## src/rtl/vga_console_pkg.sv

```systemverilog
// Shared definitions for the VGA text console: geometry, FSM states,
// control codes and small address helpers.
package vga_console_pkg;

    localparam int COLS      = 80;
    localparam int TEXT_ROWS = 59;

    localparam logic [6:0] CH_BS       = 7'h08;
    localparam logic [6:0] CH_LF       = 7'h0A;
    localparam logic [6:0] CH_FF       = 7'h0C;
    localparam logic [6:0] CH_CR       = 7'h0D;
    localparam logic [6:0] CH_SP       = 7'h20;
    localparam logic [6:0] CH_PRINT_LO = 7'h20;
    localparam logic [6:0] CH_PRINT_HI = 7'h7E;

    typedef enum logic [2:0] {
        CLR_ALL = 3'd0,
        IDLE    = 3'd1,
        PUT     = 3'd2,
        SCRL_RD = 3'd3,
        SCRL_WR = 3'd4,
        CLR_ROW = 3'd5
    } state_t;

    function automatic logic is_printable(input logic [6:0] ch);
        return (ch >= CH_PRINT_LO) && (ch <= CH_PRINT_HI);
    endfunction

    // Cell index to word-aligned byte address inside the char RAM window.
    function automatic logic [31:0] idx_to_addr(input logic [12:0] idx);
        return {17'd0, idx, 2'b00};
    endfunction

endpackage

```

## src/rtl/vga_console_if.sv

```systemverilog
// Character input stream and char RAM port of the console, bundled so the
// console and its environment see matching directions.
interface vga_console_if;

    logic        in_valid;
    logic [6:0]  in_char;
    logic        in_ready;
    logic        vram_we;
    logic [31:0] vram_addr;
    logic [31:0] vram_wdata;
    logic [6:0]  vram_rdata;

    modport master (
        input  in_valid, in_char, vram_rdata,
        output in_ready, vram_we, vram_addr, vram_wdata
    );

    modport slave (
        output in_valid, in_char, vram_rdata,
        input  in_ready, vram_we, vram_addr, vram_wdata
    );

endinterface

```

## src/rtl/vga_cell_addr.sv

```systemverilog
// Text cell (row, col) to char RAM byte address for an 80-column screen;
// row*80 is built from two shifts so no multiplier is needed.
module vga_cell_addr
    import vga_console_pkg::*;
(
    input  logic [5:0]  row_i,
    input  logic [6:0]  col_i,
    output logic [31:0] addr_o
);

    logic [12:0] idx_s;

    // Shift-add index and its byte address.
    always_comb begin
        idx_s  = ({7'd0, row_i} << 6) + ({7'd0, row_i} << 4) + {6'd0, col_i};
        addr_o = idx_to_addr(idx_s);
    end

endmodule

```

## src/rtl/vga_console.sv

```systemverilog
// Scrolling text console: writes characters into the char RAM, handles
// LF/CR/BS/FF, scrolls the text area and never touches the status row.
module vga_console #(
    parameter int COLS      = vga_console_pkg::COLS,
    parameter int TEXT_ROWS = vga_console_pkg::TEXT_ROWS
) (
    input  logic          sys_clk,
    input  logic          clrn,
    vga_console_if.master bus,
    output logic [5:0]    cursor_row,
    output logic [6:0]    cursor_col
);

    import vga_console_pkg::*;

    localparam logic [12:0] CELLS         = 13'(TEXT_ROWS * COLS);
    localparam logic [12:0] LAST_CELL     = 13'(TEXT_ROWS * COLS - 1);
    localparam logic [12:0] LAST_ROW_BASE = 13'((TEXT_ROWS - 1) * COLS);
    localparam logic [12:0] COLS_W        = 13'(COLS);
    localparam logic [5:0]  ROW_LAST      = 6'(TEXT_ROWS - 1);
    localparam logic [6:0]  COL_LAST      = 7'(COLS - 1);

    state_t      state_q, state_d;
    logic [5:0]  row_q, row_d;
    logic [6:0]  col_q, col_d;
    logic [12:0] cnt_q, cnt_d;
    logic [6:0]  latch_q, latch_d;
    logic        adv_q, adv_d;
    logic        in_ready_q, in_ready_d;
    logic        we_q, we_d;
    logic [31:0] addr_q, addr_d;
    logic [31:0] wdata_q, wdata_d;
    logic [31:0] cur_addr_s;

    vga_cell_addr u_cell_addr (
        .row_i  (row_d),
        .col_i  (col_d),
        .addr_o (cur_addr_s)
    );

    // Next state, cursor and cell counter (cnt is the source index while scrolling).
    always_comb begin
        state_d = state_q;
        row_d   = row_q;
        col_d   = col_q;
        cnt_d   = cnt_q;
        latch_d = latch_q;
        adv_d   = adv_q;
        case (state_q)
            CLR_ALL: begin
                // we_q low only on the first cycle out of reset: cell 0 not yet issued.
                if (we_q) begin
                    if (cnt_q == LAST_CELL) begin
                        state_d = IDLE;
                        cnt_d   = 13'd0;
                    end else begin
                        cnt_d = cnt_q + 13'd1;
                    end
                end else begin
                    cnt_d = 13'd0;
                end
            end
            IDLE: begin
                if (bus.in_valid) begin
                    if (is_printable(bus.in_char)) begin
                        latch_d = bus.in_char;
                        adv_d   = 1'b1;
                        state_d = PUT;
                    end else begin
                        case (bus.in_char)
                            CH_LF: begin
                                col_d = 7'd0;
                                if (row_q == ROW_LAST) begin
                                    state_d = SCRL_RD;
                                    cnt_d   = COLS_W;
                                end else begin
                                    row_d = row_q + 6'd1;
                                end
                            end
                            CH_CR: col_d = 7'd0;
                            CH_BS: begin
                                if (col_q != 7'd0) begin
                                    col_d   = col_q - 7'd1;
                                    latch_d = CH_SP;
                                    adv_d   = 1'b0;
                                    state_d = PUT;
                                end else begin
                                    col_d = col_q;
                                end
                            end
                            CH_FF: begin
                                row_d   = 6'd0;
                                col_d   = 7'd0;
                                cnt_d   = 13'd0;
                                state_d = CLR_ALL;
                            end
                            default: state_d = IDLE;
                        endcase
                    end
                end else begin
                    state_d = IDLE;
                end
            end
            PUT: begin
                state_d = IDLE;
                if (adv_q && (col_q == COL_LAST)) begin
                    col_d = 7'd0;
                    if (row_q == ROW_LAST) begin
                        state_d = SCRL_RD;
                        cnt_d   = COLS_W;
                    end else begin
                        row_d = row_q + 6'd1;
                    end
                end else if (adv_q) begin
                    col_d = col_q + 7'd1;
                end else begin
                    col_d = col_q;
                end
            end
            SCRL_RD: begin
                latch_d = bus.vram_rdata;
                state_d = SCRL_WR;
            end
            SCRL_WR: begin
                if (cnt_q == LAST_CELL) begin
                    cnt_d   = LAST_ROW_BASE;
                    state_d = CLR_ROW;
                end else begin
                    cnt_d   = cnt_q + 13'd1;
                    state_d = SCRL_RD;
                end
            end
            CLR_ROW: begin
                if (cnt_q == LAST_CELL) begin
                    cnt_d   = 13'd0;
                    state_d = IDLE;
                end else begin
                    cnt_d = cnt_q + 13'd1;
                end
            end
            default: begin
                state_d = CLR_ALL;
                cnt_d   = 13'd0;
            end
        endcase
    end

    // Bus outputs for the coming cycle, decoded from the next state so they register alongside it.
    always_comb begin
        in_ready_d = (state_d == IDLE);
        we_d       = 1'b0;
        addr_d     = 32'd0;
        wdata_d    = 32'd0;
        case (state_d)
            PUT: begin
                we_d    = 1'b1;
                addr_d  = cur_addr_s;
                wdata_d = {25'd0, latch_d};
            end
            SCRL_RD: begin
                addr_d = idx_to_addr(cnt_d);
            end
            SCRL_WR: begin
                we_d    = 1'b1;
                addr_d  = idx_to_addr(cnt_d - COLS_W);
                wdata_d = {25'd0, latch_d};
            end
            CLR_ROW, CLR_ALL: begin
                we_d    = 1'b1;
                addr_d  = idx_to_addr(cnt_d);
                wdata_d = {25'd0, CH_SP};
            end
            default: begin
                we_d    = 1'b0;
                addr_d  = 32'd0;
                wdata_d = 32'd0;
            end
        endcase
    end

    // State, cursor, counters and registered bus outputs.
    always_ff @(posedge sys_clk or negedge clrn) begin
        if (!clrn) begin
            state_q    <= CLR_ALL;
            row_q      <= 6'd0;
            col_q      <= 7'd0;
            cnt_q      <= 13'd0;
            latch_q    <= 7'd0;
            adv_q      <= 1'b0;
            in_ready_q <= 1'b0;
            we_q       <= 1'b0;
            addr_q     <= 32'd0;
            wdata_q    <= 32'd0;
        end else begin
            state_q    <= state_d;
            row_q      <= row_d;
            col_q      <= col_d;
            cnt_q      <= cnt_d;
            latch_q    <= latch_d;
            adv_q      <= adv_d;
            in_ready_q <= in_ready_d;
            we_q       <= we_d;
            addr_q     <= addr_d;
            wdata_q    <= wdata_d;
        end
    end

    assign bus.in_ready   = in_ready_q;
    assign bus.vram_we    = we_q;
    assign bus.vram_addr  = addr_q;
    assign bus.vram_wdata = wdata_q;
    assign cursor_row     = row_q;
    assign cursor_col     = col_q;

endmodule

```

## src/flat_wrapper.sv

```systemverilog
// flat-port wrapper written by rule: the top's interface ports become plain ports
module vga_console_flat import vga_console_pkg::*;
#(
    parameter int COLS      = vga_console_pkg::COLS,
    parameter int TEXT_ROWS = vga_console_pkg::TEXT_ROWS
)
  (sys_clk, clrn, cursor_row, cursor_col, bus_in_valid, bus_in_char, bus_vram_rdata, bus_in_ready, bus_vram_we, bus_vram_addr, bus_vram_wdata);
  vga_console_if bus_i ();
  input  logic sys_clk;
  input  logic clrn;
  output logic [5:0] cursor_row;
  output logic [6:0] cursor_col;
  input wire logic [$bits(bus_i.in_valid)-1:0] bus_in_valid;
  input wire logic [$bits(bus_i.in_char)-1:0] bus_in_char;
  input wire logic [$bits(bus_i.vram_rdata)-1:0] bus_vram_rdata;
  output wire logic [$bits(bus_i.in_ready)-1:0] bus_in_ready;
  output wire logic [$bits(bus_i.vram_we)-1:0] bus_vram_we;
  output wire logic [$bits(bus_i.vram_addr)-1:0] bus_vram_addr;
  output wire logic [$bits(bus_i.vram_wdata)-1:0] bus_vram_wdata;
  assign bus_i.in_valid = bus_in_valid;
  assign bus_i.in_char = bus_in_char;
  assign bus_i.vram_rdata = bus_vram_rdata;
  assign bus_in_ready = bus_i.in_ready;
  assign bus_vram_we = bus_i.vram_we;
  assign bus_vram_addr = bus_i.vram_addr;
  assign bus_vram_wdata = bus_i.vram_wdata;
  vga_console #(.COLS(COLS), .TEXT_ROWS(TEXT_ROWS)) u_core (.sys_clk(sys_clk), .clrn(clrn), .bus(bus_i), .cursor_row(cursor_row), .cursor_col(cursor_col));
endmodule
```

## config.mk

```make
export PLATFORM = sky130hd
export DESIGN_NAME = vga_console_flat
export DESIGN_NICKNAME = d
export VERILOG_FILES = /design/src/rtl/vga_console_pkg.sv /design/src/rtl/vga_console_if.sv /design/src/rtl/vga_cell_addr.sv /design/src/rtl/vga_console.sv /design/src/flat_wrapper.sv
export SDC_FILE = /design/constraint.sdc
export NUM_CORES = 1
export LEC_CHECK = 0
export ABC_AREA = 1
export BUFFER_PORTS_ARGS = -buffer_cell sky130_fd_sc_hd__buf_2
export CORE_UTILIZATION = 35
export CTS_BUF_LIST = sky130_fd_sc_hd__clkbuf_8
export DETAILED_ROUTE_END_ITERATION = 8
export PLACE_DENSITY = 0.65
export SLEW_MARGIN = 20
export SYNTH_ARGS = -nofsm -noshare
export SYNTH_HDL_FRONTEND = slang
export SYNTH_SLANG_ARGS = --single-unit
```

## constraint.sdc

```tcl
create_clock -name sys_clk -period 4.4 [get_ports sys_clk]
set_clock_uncertainty 0.1 [all_clocks]
set_input_delay 0.44 -clock sys_clk [delete_from_list [all_inputs] [get_ports sys_clk]]
set_output_delay 0.44 -clock sys_clk [all_outputs]
set_load 0.1 [all_outputs]
```

# Yosys cells after proc, flatten, opt, wreduce, memory -nomap -nowiden
# Cells that the tools add are included.
# totals
register_bits,61
inputBits,17
out_inout_bits,79
elab_cells,93
# classes
add_sub_neg,7
n_lt_le_gt_ge,2
n_eq_ne,17
mux,44
reduce_logical,13
# ops
cell,count
13-bit two-way mux,7
13-bit case mux with 6 select lines,1
7-bit two-way mux,9
7-bit case mux with 2 select lines,4
15-bit case mux with 3 select lines,1
7-bit by 4-bit == test with 1-bit output (second input constant),4
13-bit case mux with 2 select lines,1
3-bit two-way mux,8
6-bit two-way mux,4
6-bit case mux with 2 select lines,2
3-bit case mux with 6 select lines,1
12-bit by 10-bit adder with 13-bit output,1
13-bit by 1-bit adder with 13-bit output (second input constant),1
13-bit by 7-bit adder with 13-bit output,1
13-bit == test (second input constant),1
13-bit by 7-bit subtractor with 13-bit output (second input constant),1
3-bit by 2-bit == test with 1-bit output (second input constant),4
3-bit == test (second input constant),4
3-bit case mux with 4 select lines,1
7-bit by 1-bit adder with 7-bit output (second input constant),1
7-bit == test (second input constant),1
7-bit by 6-bit >= comparator with 1-bit output (second input constant),1
7-bit <= comparator (second input constant),1
7-bit nonzero test,1
13 further kinds,22

# Depth between registers and ports, before layout
# logic_depth
ltp_word,9
mapped_depth,30

# Hierarchy
# Synthesis repeated with hierarchy kept, for this count alone.
# unflattened
cells_unflattened,651
area_unflattened_um2,5046.1
# by_module_without_submodules
mod,n_inst,cells_per_inst,area_each_um2,seq_area_each_um2
vga_console,1,568,4488.1,1801.7
vga_cell_addr,1,83,558.0,0.0

# Worst setup path after synthesis
# OpenSTA, ideal clock, no wires.
# synth_timing
path_kind,register to register
start,register u_core.col_q[1] (netlist: u_core.cursor_col[1])
end,register u_core.addr_q[13] (netlist: u_core.bus.vram_addr[13])
setup_ns,0.117
arrival_ns,4.065
t_required_ns,4.183
path_slack_ns,0.118
stages_incl_launch_ff,27
synth_period_minus_slack_ns,4.282
cell_sequence,dfrtp_1 > ha_1 > nand2_1 > nor2_4 > nand2_1 > inv_1 > nor2_4 > nor2_4 > nand2_2 > inv_1 > o21ai_1 > inv_2 > nor2_1 > a31oi_2 > fa_1 > fa_1 > inv_1 > a31oi_1 > or2_2 > nand2_1 > a21oi_1 > inv_1 > nand2_1 > nand3_1 > nand2_1 > inv_1 > nand2_1
# synth_via
elab_chain_len,9
elab_cells_between_ends,32
classes_between,5 x add/sub; 5 x eq/ne; 18 x mux; 4 x reduce/logical
# synth_lines
element,line_no,rtl
start: declaration,vga_console.sv:25,"logic [6:0] col_q, col_d;"
start signal: assignment,vga_console.sv:197,col_q <= col_d;
branches (longest 8 deep; another with 12-bit by 10-bit adder with 13-bit output),-,
15-bit case mux with 3 select lines (*),vga_console.sv:154,case (state_d)
net u_core.addr_d[13],vga_console.sv:31,"logic [31:0] addr_q, addr_d;"
end signal: assignment,vga_console.sv:203,addr_q <= addr_d;
end: declaration,vga_console.sv:31,
# Mark *: on every way through the listed nets, which the timed path passes.
# A chain may end at the register's enable or synchronous reset.

# Worst setup path after layout
# layout_timing
start,register u_core.col_q[1] (netlist: u_core.cursor_col[1])
end,register u_core.addr_q[13] (netlist: u_core.bus.vram_addr[13])
# layout_via
elab_cells_between_ends,32
classes_between,5 x add/sub; 5 x eq/ne; 18 x mux; 4 x reduce/logical
# layout_lines
element,line_no,rtl
7-bit == test,vga_console.sv:106,if (adv_q && (col_q == COL_LAST)) begin
1-bit logical AND,vga_console.sv:106,
6-bit two-way mux,vga_console.sv:106,
6-bit case mux with 2 select lines,vga_console.sv:49,case (state_q)
net u_core.row_d[2],vga_console.sv:24,"logic [5:0] row_q, row_d;"
12-bit by 10-bit adder with 13-bit output,vga_cell_addr.sv:15,"idx_s = ({7'd0, row_i} << 6) + ({7'd0, row_i} << 4) + {6'd0, col_i};"
13-bit by 7-bit adder with 13-bit output,vga_cell_addr.sv:15,
15-bit case mux with 3 select lines,vga_console.sv:154,
net u_core.addr_d[13],vga_console.sv:31,
# The timed path passes the listed nets, and every way through them passes these cells.

==> results.cfg <==
[setup_path]
path_common_cell = nand2_1
cp_num_cells = 23
crit_required_ns = 4.51
reg2reg_depth = 23
crit_family = simple AND/OR/NAND/NOR gates
worst_path_max_delay_cell = fa_1
cp_cell_sequence = ha_1, nand2_1, nor2_4, nand2_1, nor2_2, a21oi_1, inv_2, nand2_1, o32ai_2, inv_1, fa_1, fa_1, inv_1, a31oi_1, or2_2, nand2_1, a21oi_1, inv_1, nand2_1, nand3_1, nand2_1, inv_1, nand2_1
crit_buf_inv = 5
timing.rr.start = u_core.cursor_col[1]
startpoint = u_core.cursor_col[1]
start_kind = flip-flop
critical_path_peak_fanout = 5
path_class = flip-flop to flip-flop
crit_path_end_kind = flip-flop
cp.arrival_ns = 4.13
critical-path-max-stage-delay_ns = 0.55

[cells_and_area]
fin_nets = 694
fillerInstances = 1313
fin_area_um2 = 4760
layout-drive-gt1-share_pct = 19.6
antenna_cells = 0
multi_input_area_um2 = 2480
area_growth_pct = 9.69
ff_latch_area_um2 = 1330

[timing]
maxSlewHeadroom_pct = 53.1
hold_viol = 0
slew_viol_final = 0
worst_pin_slew_ns = 0.703
finalSetupViolCount = 0
clock.fmax_mhz = 249
grt_setup_unrepaired = false
timing.setup.tns_ns = 0
fin_crit_sh_pct = 91.3
post-route-min-period_ns = 4.02

[floorplan]
start_util_pct = 36.0
core_um2 = 12100
die_width_um = 113
io_pins = 96
dieArea_um2 = 12800
die_y_um = 113
placementRows = 40

[drt]
vias_per_cell = 4.67
first_iter_violations = 232
vias = 3854
wl_per_cell_um = 12.4
drcViolationCount = 0
ant_nets = 0
dr.pass1.iters = 5
drt_wl_total_um = 10300

[synth]
synth_area_leaders = dfrtp_1 (31%), nand2_1 (13%), buf_4 (7.6%), inv_1 (7.0%), nand3_1 (6.0%)
syn-cell-area_um2 = 4340
synth_xor_xnor_area_share_pct = 2.02
synth_compound_area_share_pct = 11.0
synth-seq-cells = 53
synthCells = 599
synthDistinctLibCells = 47
ys_warn_count = 0
synthAdderAreaFrac_pct = 6.11
synthMuxAreaShare_pct = 0
yosysTopAreaCellShare_pct = 30.6
synth_top_family_by_area = simple AND/OR/NAND/NOR gates
yosys.area_share.simple_pct = 34.2
ys_seq_area_share_pct = 30.6
synth.avg_cell_area_um2 = 7.24
yosysTopAreaCell = dfrtp_1

[grt]
grt_max_degree = 54
first_global_vias = 3609
grt_pass1_wl_um = 17200
overflow = 0
antenna_found_initial = 0
gr-usage-all-layers_pct = 16.8

[clock_tree]
post-cts-setup-buffers = 0
clock_path_buffers = 2
clock_latency_ns = 0.31
cts-root-buf = clkbuf_8
cts_hold_buffers = 0
cts_num_sinks = 53
htreeDepth = 2
cts_buffers = 5
cts_tree = done
cts_resized = 0
clkTransAtPathRegs_ns = 0.10

[run_status]
status = complete, no violations

[power_and_ir_drop]
p_total_uw = 2600
p_per_area_nw_per_um2 = 546
p_leak_uw = 0.00258
peakVddDrop_uv = 174

[placement]
portBuffers = 51
place_area_um2 = 4650
gp_congestion = 0.860
hpwl_um = 8100

[hold_path]
hold_class = input port to async pin

[run]
drv_cap = 0
-- sequential cells by signal (all words and copies together) (netlist names) --
register               flops
u_core.adv_q               1
u_core.bus.in_ready        1
u_core.bus.vram_addr      13
u_core.bus.vram_wdata      7
u_core.bus.vram_we         1
u_core.cnt_q              13
u_core.cursor_col          7
u_core.cursor_row          6
u_core.latch_q             1
u_core.state_q             3
-- final timing paths --
check | endpoint | slack [ns]
worst min-delay path | u_core.adv_q | 0.16
worst min register to register | u_core.latch_q[5] | 0.47
max in group asynchronous | u_core.cnt_q[5] | 3.59
worst max register to register | u_core.bus.vram_addr[13] | 0.38
min in group sys_clk | u_core.bus.vram_wdata[6] | 0.23
worst max-delay path | u_core.bus.vram_addr[13] | 0.38
-- cell usage after synthesis (all sizes together) --
master / count
buf: 46
inv: 93
nor2: 57
a32o: 2
o221ai: 2
nand4: 8
o211ai: 5
dfrtp: 53
a22oi: 2
a21boi: 1
a21oi: 18
xnor2: 1
o22ai: 3
nand2: 161
o2bb2ai: 1
a31oi: 6
nor4: 1
conb: 1
xor2: 9
nor3: 13
a21o: 1
o21ai: 31
o32ai: 1
or2: 5
nand3b: 1
ha: 18
fa: 2
nand3: 56
o21bai: 1
-- per-stage QoR --
step	worst slack (ns)	hold WS [ns]	util [%]	instances
2_1_floorplan	0.118	0.0444	-	642
3_3_place_gp	0.391	0.441	38.5	818
3_5_place_dp	0.282	0.439	38.5	818
4_1_cts	0.381	0.182	39.5	826
5_1_grt	0.00253	0.209	39.5	826
6_report	0.383	0.159	39.5	826
-- routing by layer --
layer / track usage [%] / part of all wire (%) / vias up
met5: 0 / 0 / -
met4: 4.21 / 1.3 / 0
met3: 3.05 / 5.4 / 11
met2: 28.3 / 46 / 140
met1: 22.1 / 47 / 1748
li1: - / - / 1955
-- area by class of cell --
type	instances	area share, %
Sequential cell	53	27.9
Tap cell	168	4.42
Inverter	93	7.44
Clock buffer	5	1.45
Timing Repair Buffer	54	5.84
Multi-Input combinational cell	450	52.1
Clock inverter	3	0.894
-- where the power goes --
group          internal, µW  leakage (µW)  total (µW)  switching (µW)
Sequential              596      0.000699         706             110
Clock                   169     0.0000595         339             170
Combinational           321       0.00182        1550            1230
-- layout by cell type, fill, tap and decap left out, types with 8 or more instances in the layout --
master	count
a21oi_1	17
buf_2	51
conb_1	44
dfrtp_1	53
ha_1	18
inv_1	82
inv_2	10
nand2_1	146
nand2_2	10
nand3_1	52
nand4_1	8
nor2_1	37
nor2_2	11
nor2_4	9
nor3_1	8
o21ai_0	20
xor2_1	9
-- kinds of logic after synthesis --
kind of cell               Yosys count
AOI/OAI and AO/OA                   74
buffers and inverters              139
DFF                                 53
adders and majority gates           20
and+or+nand+nor                    302
other                                1
xor gates and xnor gates            10
No activity file was read; power rests on OpenSTA's default activity.
